`src/rtl/serial_sub_pkg.sv`:
```
// rtl/serial_sub_pkg.sv - shared types for the bit-serial subtractor
package serial_sub_pkg;

    localparam int STATE_W = 2;

    typedef enum logic [STATE_W-1:0] {
        IDLE  = 2'b00,
        SHIFT = 2'b01,
        DONE  = 2'b10
    } state_e;

endpackage

```
`src/rtl/full_subtractor.sv`:
```
// rtl/full_subtractor.sv - one-bit combinational full subtractor (a - b - bin)
module full_subtractor (
    input  logic a,
    input  logic b,
    input  logic bin,
    output logic d,
    output logic bout
);

    assign d    = a ^ b ^ bin;
    assign bout = (~a & b) | (~(a ^ b) & bin);

endmodule

```
`src/rtl/serial_subtractor.sv`:
```
// rtl/serial_subtractor.sv - bit-serial unsigned subtractor, LSB first, start/busy/done
// Optional signed-overflow output Ovf enabled by defining SERIAL_SUB_OVF_EN.
module serial_subtractor
    import serial_sub_pkg::*;
#(
    parameter int WIDTH = 4
) (
    input  logic             clk,
    input  logic             rst_n,
    input  logic             start,
    input  logic [WIDTH-1:0] A,
    input  logic [WIDTH-1:0] B,
    output logic             busy,
    output logic             done,
    output logic [WIDTH-1:0] Diff,
`ifdef SERIAL_SUB_OVF_EN
    output logic             Ovf,
`endif
    output logic             Borrow
);

    localparam int CW = $clog2(WIDTH);

    state_e           state_q, state_d;
    logic [WIDTH-1:0] a_sr_q, a_sr_d;
    logic [WIDTH-1:0] b_sr_q, b_sr_d;
    logic [WIDTH-1:0] res_sr_q, res_sr_d;
    logic [CW-1:0]    cnt_q, cnt_d;
    logic             bff_q, bff_d;
    logic             busy_q, busy_d;
    logic             done_q, done_d;
    logic [WIDTH-1:0] diff_q, diff_d;
    logic             borrow_q, borrow_d;
`ifdef SERIAL_SUB_OVF_EN
    logic             a_msb_q, a_msb_d;
    logic             b_msb_q, b_msb_d;
    logic             ovf_q, ovf_d;
`endif

    logic d_bit, bout_bit;

    full_subtractor u_fs (
        .a    (a_sr_q[0]),
        .b    (b_sr_q[0]),
        .bin  (bff_q),
        .d    (d_bit),
        .bout (bout_bit)
    );

    always_comb begin
        state_d  = state_q;
        a_sr_d   = a_sr_q;
        b_sr_d   = b_sr_q;
        res_sr_d = res_sr_q;
        cnt_d    = cnt_q;
        bff_d    = bff_q;
        busy_d   = busy_q;
        done_d   = 1'b0;
        diff_d   = diff_q;
        borrow_d = borrow_q;
`ifdef SERIAL_SUB_OVF_EN
        a_msb_d  = a_msb_q;
        b_msb_d  = b_msb_q;
        ovf_d    = ovf_q;
`endif
        case (state_q)
            IDLE: begin
                if (start) begin
                    a_sr_d  = A;
                    b_sr_d  = B;
                    bff_d   = 1'b0;
                    cnt_d   = '0;
                    busy_d  = 1'b1;
                    state_d = SHIFT;
`ifdef SERIAL_SUB_OVF_EN
                    a_msb_d = A[WIDTH-1];
                    b_msb_d = B[WIDTH-1];
`endif
                end
            end
            SHIFT: begin
                // Result bits enter at the MSB so the word is aligned after WIDTH shifts.
                res_sr_d = {d_bit, res_sr_q[WIDTH-1:1]};
                a_sr_d   = a_sr_q >> 1;
                b_sr_d   = b_sr_q >> 1;
                bff_d    = bout_bit;
                cnt_d    = cnt_q + CW'(1);
                if (cnt_q == CW'(WIDTH - 1)) begin
                    state_d = DONE;
                end
            end
            DONE: begin
                diff_d   = res_sr_q;
                borrow_d = bff_q;
                done_d   = 1'b1;
                busy_d   = 1'b0;
                state_d  = IDLE;
`ifdef SERIAL_SUB_OVF_EN
                ovf_d    = (a_msb_q ^ b_msb_q) & (res_sr_q[WIDTH-1] ^ a_msb_q);
`endif
            end
            default: begin
                busy_d  = 1'b0;
                state_d = IDLE;
            end
        endcase
    end

    always_ff @(posedge clk or negedge rst_n) begin
        if (!rst_n) begin
            state_q  <= IDLE;
            a_sr_q   <= '0;
            b_sr_q   <= '0;
            res_sr_q <= '0;
            cnt_q    <= '0;
            bff_q    <= 1'b0;
            busy_q   <= 1'b0;
            done_q   <= 1'b0;
            diff_q   <= '0;
            borrow_q <= 1'b0;
`ifdef SERIAL_SUB_OVF_EN
            a_msb_q  <= 1'b0;
            b_msb_q  <= 1'b0;
            ovf_q    <= 1'b0;
`endif
        end else begin
            state_q  <= state_d;
            a_sr_q   <= a_sr_d;
            b_sr_q   <= b_sr_d;
            res_sr_q <= res_sr_d;
            cnt_q    <= cnt_d;
            bff_q    <= bff_d;
            busy_q   <= busy_d;
            done_q   <= done_d;
            diff_q   <= diff_d;
            borrow_q <= borrow_d;
`ifdef SERIAL_SUB_OVF_EN
            a_msb_q  <= a_msb_d;
            b_msb_q  <= b_msb_d;
            ovf_q    <= ovf_d;
`endif
        end
    end

    assign busy   = busy_q;
    assign done   = done_q;
    assign Diff   = diff_q;
    assign Borrow = borrow_q;
`ifdef SERIAL_SUB_OVF_EN
    assign Ovf    = ovf_q;
`endif

endmodule

```
`config.mk`:
```
export PLATFORM = sky130hd
export DESIGN_NAME = serial_subtractor
export DESIGN_NICKNAME = d
export VERILOG_FILES = /design/src/rtl/serial_sub_pkg.sv /design/src/rtl/full_subtractor.sv /design/src/rtl/serial_subtractor.sv
export SDC_FILE = /design/constraint.sdc
export NUM_CORES = 1
export LEC_CHECK = 0
export ABC_AREA = 0
export BUFFER_PORTS_ARGS = -buffer_cell sky130_fd_sc_hd__buf_2
export CAP_MARGIN = 15
export CORE_AREA = 2 2 65 67
export CTS_BUF_LIST = sky130_fd_sc_hd__clkbuf_2
export DETAILED_ROUTE_END_ITERATION = 8
export DIE_AREA = 0 0 67 69
export GPL_ROUTABILITY_DRIVEN = 0
export SETUP_SLACK_MARGIN = 0.02
export SKIP_CTS_REPAIR_TIMING = 1
export SYNTH_ARGS = -nofsm -noshare
export SYNTH_HDL_FRONTEND = slang
export SYNTH_HIERARCHICAL = 1
export SYNTH_SLANG_ARGS = --single-unit
```
`constraint.sdc`:
```
create_clock -name clk -period 2.2 [get_ports clk]
set_clock_uncertainty 0.2 [all_clocks]
set_input_delay 0.22 -clock clk [delete_from_list [all_inputs] [get_ports clk]]
set_output_delay 0.22 -clock clk [all_outputs]
set_load 0.02 [all_outputs]
```
==> results.json <==
{
  "clk_pin_slew_ns": 0.21,
  "layout-drive-gt1-share_pct": 35.8,
  "core-area_mm2": 0.00391,
  "grt_setup_unrepaired": "false",
  "tns_ns": 0,
  "syn_nets": 92,
  "numClockSinks": 24,
  "max_freq_mhz": 586,
  "min-delay-start": "B[2]",
  "vias_per_cell": 4.59,
  "combPwrFrac_pct": 40.9,
  "rows": 23,
  "hold_viol_final": 0,
  "power_frac_seq_pct": 49.5,
  "crit_start": "state_q[1]",
  "use_met3_pct": 1.79,
  "dr.pass1.iters": 2,
  "ys_seq_area_share_pct": 54.8,
  "slowest_delay_ns": 0.71,
  "grt_use_total_pct": 8.69,
  "cp.required_ns": 2.23,
  "grt.busiest_layer": "met2",
  "mostFrequentLayoutCell": "dfrtp_1",
  "grt_max_degree": 25,
  "min_period_over_period_pct": 77.6,
  "ys_types": 26,
  "antenna_found_initial": 0,
  "synth_top_cell_area_share_pct": 54.8,
  "synthTopCellsByArea": "dfrtp_1 (55%), mux2_2 (9.2%), o221a_1 (4.1%), or4b_1 (3.7%), inv_1 (2.4%)",
  "cts_buffers": 3,
  "post-route-min-period_ns": 1.71,
  "path_cells": "nand2b_1 > mux2_2",
  "die_area_mm2": 0.00462,
  "io_buffers": 17,
  "use_met1_pct": 10.4,
  "initial_utilization_pct": 28.0,
  "worstSetupPathType": "reg -> reg",
  "yosysWarnings": 6,
  "n_fill_cell": 417,
  "syn_inst": 79,
  "grt_pass1_vias": 714,
  "wl_per_cell_um": 12.9,
  "path_max_fanout": 18,
  "r2r_start": "state_q[1]",
  "layout_common_cells": "dfrtp_1 (24), buf_2 (17), mux2_2 (9)",
  "syn_area_mm2": 0.00110,
  "setup_violations": 0,
  "ios": 18,
  "tightest_slew_ns": 0.532,
  "drc_errors": 0,
  "cts_buffer_depth": 2,
  "crit_slowest_cell": "dfrtp_1",
  "drt-total-wl_um": 1870,
  "power_mw": 1.62,
  "ant_nets": 0,
  "ys_ff_latch": 24,
  "clkPwrFrac_pct": 9.6,
  "drv_cap": 0,
  "cp.arrival_ns": 1.73,
  "grt_overflow": 0,
  "multi_input_area_um2": 433,
  "clk_latency_ns": 0.31,
  "run_status": "completed",
  "die_h_um": 69,
  "drt_iter0_markers": 7,
  "h-tree-depth": 1,
  "grt_pass1_wl_um": 3250,
  "p_sw_uw": 586,
  "cts_tree": "built",
  "gr-usage-met2_pct": 15.8,
  "powerDensity_mw_per_mm2": 1320,
  "drv_slew": 0,
  "nets": 110,
  "end_kind": "flip-flop",
  "switching_share_pct": 36.1,
  "avgSynthCellArea_um2": 13.9,
  "area_growth_pct": 12.4,
  "regArea_um2": 601,
  "ir_worst_vdd_v": 0.000312,
  "whs_ns": 0.0408,
  "fin_ws_ns": 0.493,
  "via_count": 666,
  "critPathLaunchType": "flip-flop",
  "cts-root-buf": "clkbuf_2",
  "p_leak_nw": 0.578,
  "p_int_mw": 1.04,
  "yosysTopAreaCell": "dfrtp_1",
  "hold_path_class": "in -> reg",
  "num_antenna_cells": 0,
  "dp_hpwl_um": 1400,
  "pre_cts_ws_ns": 0.499,
  "slew_headroom_pct": 64.6,
  "fp.dieW_um": 67
}
-- cell families (layout without fill, tap and decap cells) --
group	count (synthesis)	after routing	share of synthesized area, %
compound gates	14	14	12.9
fa+ha+maj	2	2	2.97
flops	24	24	54.8
buf+inv	12	28	5.71
simple gates	17	17	13.5
mux	10	10	10.2
-- cell type report --
class	count	share of cell area [%]
inverters	7	2.13
multi-input cells	43	35.1
flip-flops and latches	24	48.7
well taps	50	5.08
repair buffers	18	7.72
clock buffers	3	1.22
-- power by group through the flow --
stage | Combinational [mW] | Sequential (mW) | Clock, mW
2_1_floorplan | 0.520 | 0.815 | 0
3_5_place_dp | 0.679 | 0.816 | 0
4_1_cts | 0.676 | 0.807 | 0.163
6_report | 0.664 | 0.805 | 0.156
5_1_grt | 0.743 | 0.838 | 0.177
3_3_place_gp | 0.656 | 0.812 | 0
-- worst paths after layout --
| path | end | slack [ns] | cells after the start |
|---|---|---|---|
| min in group asynchronous | Diff[2] | 0.19 | 2 |
| hold reg to reg | cnt_q[0] | 0.31 | 1 |
| hold / removal | b_sr_q[2] | 0.04 | 3 |
| setup / recovery | res_sr_q[3] | 0.49 | 2 |
| setup reg to reg | res_sr_q[3] | 0.49 | 2 |
| max in group asynchronous | state_q[0] | 1.26 | 2 |
-- per-layer routing --
metal | part of all wire, % | routed length, um | vias to the layer above
met5 | 0 | 0 | -
met4 | 0.21 | 4 | 0
met3 | 3.7 | 69 | 2
met2 | 52 | 967 | 10
met1 | 44 | 825 | 335
li1 | - | - | 319
-- state kept, by name, summed over array words and instances, names as in the netlist --
name,count
Borrow,1
cnt_q,2
res_sr_q,4
a_sr_q,4
b_sr_q,4
bff_q,1
done,1
state_q,2
busy,1
Diff,4
-- per-stage QoR --
stage	instances	area [um2]	utilization, %
after global routing	145	1230	31.5
after floorplan	79	1100	-
after detailed placement	141	1210	30.9
final	145	1230	31.5
after global placement	141	1210	30.9
after CTS	144	1220	31.2
-- critical path: cells and delay by family, from the launching register on --
family,cells,cell delay (ns)
flops,1,0.71
simple gates,1,0.33
mux,1,0.37
-- synth_stat cells --
master	n
dfrtp_1	24
mux2_2	9
inv_1	7
nand2b_1	4
o221a_1	4
or4b_1	4
nor3b_1	3
a211o_1	2
a21oi_1	2
a22o_1	2
buf_4	2
nor4b_1	2
a211oi_2	1
a221oi_2	1
and2_1	1
and4bb_2	1
buf_2	1
buf_6	1
clkbuf_2	1
fa_1	1
ha_1	1
mux2i_1	1
nor2b_4	1
nor4bb_1	1
o21ba_4	1
o21bai_1	1
(Power assumes the default switching activity.)
